$ cat config.mk
export PLATFORM = sky130hd
export DESIGN_NAME = branch_predictor
export DESIGN_NICKNAME = d
export VERILOG_FILES = /design/src/rtl/branch_predictor.sv
export SDC_FILE = /design/constraint.sdc
export NUM_CORES = 2
export LEC_CHECK = 0
export CORE_AREA = 2 2 381 383
export CTS_CLUSTER_DIAMETER = 40
export DETAILED_ROUTE_END_ITERATION = 16
export DIE_AREA = 0 0 383 385
export RECOVER_POWER = 100
export SETUP_SLACK_MARGIN = 0.15
export SYNTH_ARGS = -nofsm -noshare
export SYNTH_HDL_FRONTEND = slang
export SYNTH_SLANG_ARGS = --single-unit
$ cat constraint.sdc
create_clock -name clk -period 16.03 [get_ports clk]
set_input_delay 2.4045 -clock clk [delete_from_list [all_inputs] [get_ports clk]]
set_output_delay 2.4045 -clock clk [all_outputs]
set_load 0.005 [all_outputs]
$ cat src/rtl/branch_predictor.sv
// -----------------------------------------------------------------------------
// branch_predictor
//
// Single-stage front-end branch predictor.
//
// A direct-mapped BTB (valid, 16-bit tag, 64-bit target) and a table of
// 2-bit saturating direction counters are read when fetch presents an
// instruction. The prediction is held in one stage register (_p1). From that
// register it is delivered to fetch, and control-flow instructions are also
// pushed into the branch queue. Committed branches train both tables. A
// saturating counter tracks committed mispredictions.
//
// Ports
//   clk, rstn                  clock, synchronous active-low reset
//   req_valid/pc/id            instruction presented by fetch
//   req_is_branch/is_jump      predecode: any control flow / unconditional
//   req_ready                  request accepted this cycle
//   pred_valid/taken/pcnext    prediction delivered to fetch
//   pred_bqid                  BQ slot of the delivered branch
//   bq_push_valid/ready        push handshake to the branch queue
//   bq_push_bqid               slot the BQ allocates for the push
//   bq_push_pc/id/bp           pushed branch PC, id, {taken, pcnext}
//   upd_valid/pc/taken/target  committed branch outcome (table training)
//   upd_missprediction         committed branch was mispredicted
//   squash_valid               pipeline flush
//   perf_mispred_cnt           committed mispredictions (saturating)
// -----------------------------------------------------------------------------
module branch_predictor #(
  parameter int NR_BTB_ENTRIES = 16,
  parameter int NR_BHT_ENTRIES = 64,
  parameter int ID_W           = 8,
  parameter int BQ_ID_W        = 4
) (
  input  logic               clk,
  input  logic               rstn,
  input  logic               req_valid,
  input  logic [63:0]        req_pc,
  input  logic [ID_W-1:0]    req_id,
  input  logic               req_is_branch,
  input  logic               req_is_jump,
  output logic               req_ready,
  output logic               pred_valid,
  output logic               pred_taken,
  output logic [63:0]        pred_pcnext,
  output logic               bq_push_valid,
  input  logic               bq_push_ready,
  input  logic [BQ_ID_W-1:0] bq_push_bqid,
  output logic [63:0]        bq_push_pc,
  output logic [ID_W-1:0]    bq_push_id,
  output logic [64:0]        bq_push_bp,
  output logic [BQ_ID_W-1:0] pred_bqid,
  input  logic               upd_valid,
  input  logic [63:0]        upd_pc,
  input  logic               upd_taken,
  input  logic [63:0]        upd_target,
  input  logic               upd_missprediction,
  input  logic               squash_valid,
  output logic [31:0]        perf_mispred_cnt
);

  localparam int BTB_IW = $clog2(NR_BTB_ENTRIES);
  localparam int BHT_IW = $clog2(NR_BHT_ENTRIES);
  localparam int TAG_LO = BTB_IW + 2;
  localparam int TAG_HI = BTB_IW + 17;

  function automatic logic [1:0] ctr_inc(input logic [1:0] c);
    return (c == 2'b11) ? c : c + 2'b01;
  endfunction

  function automatic logic [1:0] ctr_dec(input logic [1:0] c);
    return (c == 2'b00) ? c : c - 2'b01;
  endfunction

  function automatic logic [31:0] cnt_sat_inc(input logic [31:0] c);
    return (c == 32'hFFFF_FFFF) ? c : c + 32'd1;
  endfunction

  // Tables
  logic              btb_vld [NR_BTB_ENTRIES];
  logic [15:0]       btb_tag [NR_BTB_ENTRIES];
  logic [63:0]       btb_tgt [NR_BTB_ENTRIES];
  logic [1:0]        bht     [NR_BHT_ENTRIES];

  // Stage-1 register
  logic              vld_p1;
  logic              br_p1;
  logic              taken_p1;
  logic [63:0]       pc_p1;
  logic [63:0]       pcnext_p1;
  logic [ID_W-1:0]   id_p1;

  logic              s1_fire;
  logic              accept;

  // ---- stage 0: table lookup for the presented instruction ----
  logic [BTB_IW-1:0] req_btb_idx;
  logic [BHT_IW-1:0] req_bht_idx;
  logic [15:0]       req_tag;
  logic              btb_hit;
  logic              taken_p0;
  logic [63:0]       pcnext_p0;

  assign req_btb_idx = req_pc[BTB_IW+1:2];
  assign req_bht_idx = req_pc[BHT_IW+1:2];
  assign req_tag     = req_pc[TAG_HI:TAG_LO];
  assign btb_hit     = btb_vld[req_btb_idx] && (btb_tag[req_btb_idx] == req_tag);
  // Tables are written with non-blocking updates, so a same-cycle update to
  // the looked-up index is only seen by the following lookup.
  assign taken_p0    = req_is_branch && btb_hit && (req_is_jump || bht[req_bht_idx][1]);
  assign pcnext_p0   = taken_p0 ? btb_tgt[req_btb_idx] : req_pc + 64'd4;

  assign s1_fire   = vld_p1 && (!br_p1 || bq_push_ready) && !squash_valid;
  assign req_ready = !squash_valid && (!vld_p1 || s1_fire);
  assign accept    = req_valid && req_ready;

  always_ff @(posedge clk) begin
    if (!rstn) begin
      vld_p1 <= 1'b0;
    end else if (squash_valid) begin
      vld_p1 <= 1'b0;
    end else if (accept) begin
      vld_p1 <= 1'b1;
    end else if (s1_fire) begin
      vld_p1 <= 1'b0;
    end
  end

  always_ff @(posedge clk) begin
    if (accept) begin
      br_p1     <= req_is_branch;
      taken_p1  <= taken_p0;
      pc_p1     <= req_pc;
      pcnext_p1 <= pcnext_p0;
      id_p1     <= req_id;
    end
  end

  // ---- stage 1: deliver prediction and push to the branch queue ----
  assign pred_valid    = s1_fire;
  assign pred_taken    = taken_p1;
  assign pred_pcnext   = pcnext_p1;
  assign bq_push_valid = vld_p1 && br_p1 && !squash_valid;
  assign bq_push_pc    = pc_p1;
  assign bq_push_id    = id_p1;
  assign bq_push_bp    = {taken_p1, pcnext_p1};
  assign pred_bqid     = bq_push_bqid;

  // ---- commit-side training ----
  logic [BTB_IW-1:0] upd_btb_idx;
  logic [BHT_IW-1:0] upd_bht_idx;

  assign upd_btb_idx = upd_pc[BTB_IW+1:2];
  assign upd_bht_idx = upd_pc[BHT_IW+1:2];

  always_ff @(posedge clk) begin
    if (!rstn) begin
      for (int i = 0; i < NR_BTB_ENTRIES; i++) btb_vld[i] <= 1'b0;
      for (int i = 0; i < NR_BHT_ENTRIES; i++) bht[i] <= 2'b01;
    end else if (upd_valid) begin
      bht[upd_bht_idx] <= upd_taken ? ctr_inc(bht[upd_bht_idx]) : ctr_dec(bht[upd_bht_idx]);
      if (upd_taken) btb_vld[upd_btb_idx] <= 1'b1;
    end
  end

  // Tag/target are only meaningful behind a valid bit, so they carry no reset.
  always_ff @(posedge clk) begin
    if (rstn && upd_valid && upd_taken) begin
      btb_tag[upd_btb_idx] <= upd_pc[TAG_HI:TAG_LO];
      btb_tgt[upd_btb_idx] <= upd_target;
    end
  end

  always_ff @(posedge clk) begin
    if (!rstn) begin
      perf_mispred_cnt <= 32'd0;
    end else if (upd_valid && upd_missprediction) begin
      perf_mispred_cnt <= cnt_sat_inc(perf_mispred_cnt);
    end
  end

  // PC bits outside the index/tag fields do not affect training.
  logic unused_upd_pc_bits;
  assign unused_upd_pc_bits = ^{upd_pc[63:TAG_HI+1], upd_pc[1:0]};

endmodule

After elaboration in Yosys (flattened, before gate mapping) --
Memories as Yosys holds them, arrays and structs flattened. Cells that the tools add are included.
Cells by class: add/sub/neg operators 4, equal/unequal tests 3, muxes and demuxes 22, bitwise operators 2, reduce and logical (&&, ||, !) cells 24
Operator list (number):
- adder 64 x 3 -> 64 bit (second input constant) | 1
- 2-to-1 mux 64 bit | 1
- adder 32 x 1 -> 32 bit (second input constant) | 1
- == test 32 bit (second input constant) | 1
- == test 16 bit | 1
- 2-to-1 mux 1 bit | 15
- logical AND 1 bit | 12
- 2-to-1 mux 2 bit | 4
- 2-to-1 mux 6 bit | 1
- 2-to-1 mux 4 bit | 1
- OR reduction 2 bit | 2
- zero test 1 bit | 3
- logical OR 1 bit | 3
- adder 2 x 1 -> 2 bit (second input constant) | 1
- == test 2 bit (second input constant) | 1
- zero test 2 bit | 1
- inverter 1 bit | 2
- AND reduction 2 bit | 1
- nonzero test 2 bit | 1
- subtractor 2 x 1 -> 2 bit (second input constant) | 1
- OR reduction 1 bit | 1
Word-level totals: flip-flop bits (word level) 171, bits in writable memories 1424, input port bits 214, output and inout bits 241, word-level logic and storage cells 66, memories 4
Memory list:
- btb_tgt | depth 16, width 64, read ports 1, clocked after memory_dff 0, write ports 1, line 81 | logic [63:0] btb_tgt [NR_BTB_ENTRIES];
- btb_tag | depth 16, width 16, read ports 1, clocked after memory_dff 0, write ports 1, line 80 | logic [15:0] btb_tag [NR_BTB_ENTRIES];
- bht | depth 64, width 2, read ports 2, clocked after memory_dff 0, write ports 64, line 82 | logic [1:0] bht [NR_BHT_ENTRIES];
- btb_vld | depth 16, width 1, read ports 1, clocked after memory_dff 0, write ports 16, line 79 | logic btb_vld [NR_BTB_ENTRIES];

Longest topological paths before layout --
depth after elaboration 8, mapped depth 14, gate-level depth less buffers 9

Worst setup path before layout --
Ideal clock, no wire load.
path kind input port to flip-flop, start in upd_pc[3], end mem btb_tag[2][0], enable pin, library setup time 521 ps, data arrival time 7449 ps, data required time 15509 ps, setup slack 8060 ps, stages 8, path buffers 5, path through clkbuf_1 > buf_1 > buf_2 > clkbuf_1 > nor2b_1 > clkbuf_1 > nand2_1 > nor2_1
RTL lines:
- from (decl) | line 53 | input logic [63:0] upd_pc,
- to (decl) | line 80
No word-level cell before the write port.

Worst setup path after layout --
start in upd_pc[5], end mem btb_tgt[12][38], enable pin
RTL lines (line):
- to (decl) | 81
No word-level cell before the write port.

==> flow_summary.ini <==
[synthesis]
synth_compound_gate_area_share_pct = 1.11
ys_ff_latch = 1595
netlist_top_cells_count = edfxtp_1, mux4_2, nand2_1
synthXorXnorAreaFrac_pct = 1.42
postSynthCellCount = 3135
synth.area.mux_share_pct = 17.5
ys_types = 57
syn_area_per_cell_um2 = 20.5
synth_area_leader_cell = edfxtp_1
synth-simple-area-share_pct = 3.89
synth_sequential_area_ratio_pct = 73.8
async_flop_share_pct = 0
synth_most_common_cell = edfxtp_1
synth_top_area_share_pct = 72.3
synth_top_family_by_area = multiplexers
synth-warning-count = 0
synthAdderAreaFrac_pct = 0.0701
syn_area_um2 = 64200
synth_edf_count = 1546
ys.flop_type = edfxtp_1
yosys-top-cells-area = edfxtp_1, mux4_2, dfxtp_1
synth_nets = 3351

[timing]
slew_violations = 1822
timing.final.crit_share_pct = 65.9
hold_viol_final = 0
setup_ws_ns = 5.46
worst_pin_slew_ns = 7.37
maxSlewHeadroom_pct = -391
setup_viol = 0
setup_tns_ns = 0
fin_crit_ns = 10.57
rsz0062_at_grt = no
fin_skew_ns = 0.0438
fmax_mhz = 94.6

[worst_setup_path]
required_ns = 16.35
cp.arrival_ns = 10.89
endpoint_kind = flop
crit_family = buffers and inverters
crit_top_cell = clkbuf_1
worstPathCellList = dlygate4sd3_1 -> clkinv_1 -> or4_1 -> nor2_4 -> clkbuf_1 -> clkbuf_1
slowest_delay_ns = 3.07
crit_buf_inv = 4
cp_max_fo = 44
crit_type = in2reg
start_kind = input port
cpMaxStageDelayCell = clkbuf_1

[cts]
cts_tree = done
hold_buffers = 0
htreeDepth = 4
insertion_delay_ns = 0.84
cts_setup_buffers = 0
ctsRootBufferMaster = clkbuf_16
clk_pin_slew_ns = 0.05
cts_buffers = 212
ctsResizeCount = 0
cts.sinks = 1595
clock_path_buffers = 3

[outcome]
status = finished, violations left
violations = max-capacitance violations, max-slew violations

[routing]
drc = 0
wl_per_cell_um = 27.5
drt_first_iter_violations = 3231
ant_nets = 0
via_count = 32300
first_pass_iters = 5
wirelength_um = 156000
via_per_inst = 5.69

[global_route]
grt_pass1_vias = 33100
track_usage_pct = 21.3
grt_overflow = 0
grt_pass1_wl_um = 226000
grt_max_degree = 134
antenna_found_initial = 41

[placement]
dp_slack_ns = 8.08
numPortBuffers = 402
hpwl_um = 85700
place_congestion = 0.743
dp.cells = 5261

[final_layout]
final-seq-area_um2 = 47400
layout-drive-gt1-share_pct = 22.7
syn2layout_area_growth_pct = 19.9
fill_cells = 11100
fin_nets = 3788
instances_no_fill = 5672
multi_input_area_um2 = 15300

[floorplanning]
row_count = 139
pin_count = 455
die_height_um = 385
coreArea_um2 = 143000
die_width_um = 383
start_util_pct = 44.9
die_area_um2 = 147000

[job]
drv_cap = 44

[power_and_ir_drop]
ir_worst_vdd_mv = 0.0881
p_leak_nw = 24.7
power.density_nw_per_um2 = 129

[min_path]
holdCritPathClass = reg2reg
layout by cell type, fill, tap and decap left out, drive strengths merged, types with 4 or more instances in the layout:
| cell type | instances |
|---|---|
| edfxtp | 1546 |
| mux4 | 429 |
| dlygate4sd3 | 384 |
| clkbuf | 294 |
| nand2 | 126 |
| nor2 | 98 |
| nand3 | 89 |
| clkinv | 76 |
| mux2 | 74 |
| xnor2 | 72 |
| mux2i | 55 |
| dfxtp | 49 |
| o21ai | 43 |
| nor3 | 42 |
| inv | 36 |
| and2 | 35 |
| xor2 | 32 |
| bufinv | 29 |
| nand4 | 28 |
| buf | 28 |
| and3 | 24 |
| clkinvlp | 24 |
| a21o | 18 |
| nor2b | 16 |
| diode | 11 |
| and4 | 11 |
| clkdlybuf4s50 | 11 |
| or3 | 8 |
| nand2b | 7 |
| a221oi | 6 |
| a22o | 6 |
| a22oi | 6 |
| a21boi | 6 |
| a21oi | 5 |
| or2 | 5 |
| nor3b | 4 |
| o22ai | 4 |
| or4 | 4 |
| nor4 | 4 |
area by class of cell:
class | count | share of cell area, %
clock buffer | 247 | 7.29
clock inverter | 153 | 2.38
sequential | 1595 | 61.6
tap | 1903 | 3.09
antenna | 11 | 0.0357
multi-input combinational | 1281 | 19.9
timing repair buffer | 470 | 5.68
inverter | 12 | 0.0585
state kept, by name, indices dropped and copies added (netlist names), 8 cells and up:
register and flops:
bht 128, pred_pcnext 64, btb_tag 256, btb_vld 16, perf_mispred_cnt 32, bq_push_pc 64
bq_push_id 8, btb_tgt 1024
through the flow:
step                      hold WS [ns]  total power, mW  cell area (um2)  utilization, %
after CTS                        0.447             10.1            77400            54.1
after detailed placement         0.435             5.22            69900            48.8
after global routing             0.460             10.3            77000            53.8
after global placement           0.428             5.22            69900            48.8
final                            0.447             9.97            77000            53.8
after floorplan                  0.421             5.00            64200               -
logic make-up after synthesis:
group	after synthesis
compound gates	108
xor+xnor	104
fa+ha+maj	4
buf+inv	259
flops	1595
mux	558
simple gates	507
metal layers:
metal / vias to the layer above / routed length, um / global-route usage, %
met5: - / 118 / 0
met4: 20 / 3380 / 5.66
met3: 267 / 12100 / 4.42
met2: 1238 / 75400 / 34.2
met1: 17000 / 64900 / 29.8
li1: 13700 / - / -
power by group:
group,internal [mW],leakage [nW],switching (mW)
registers,4.63,14.3,0.0143
logic,0.208,6.80,0.264
clock network,3.00,3.57,1.86
path summary, 6_finish.rpt:
check,start,to,slack [ns],depth (start not counted)
worst min register to register,btb_vld[13]$_DFF_P_,btb_vld[13]$_DFF_P_,0.45,1
worst max register to register,br_p1$_DFFE_PP_,pred_pcnext[59]$_DFFE_PP_,7.65,7
worst max-delay path,upd_pc[5],btb_tgt[12][38]$_DFFE_PP_,5.46,6
worst min-delay path,btb_vld[13]$_DFF_P_,btb_vld[13]$_DFF_P_,0.45,1
worst reg2reg max path, cell delays in order, from the launching register on:
cell and delay (ns):
edfxtp_1 0.37, nor2b_1 0.14, nor3b_1 0.22, nor2b_1 0.09
nor2_1 0.11, and2_0 1.88, clkbuf_1 2.26, clkbuf_1 2.75
No activity file was read; power rests on OpenSTA's default activity.
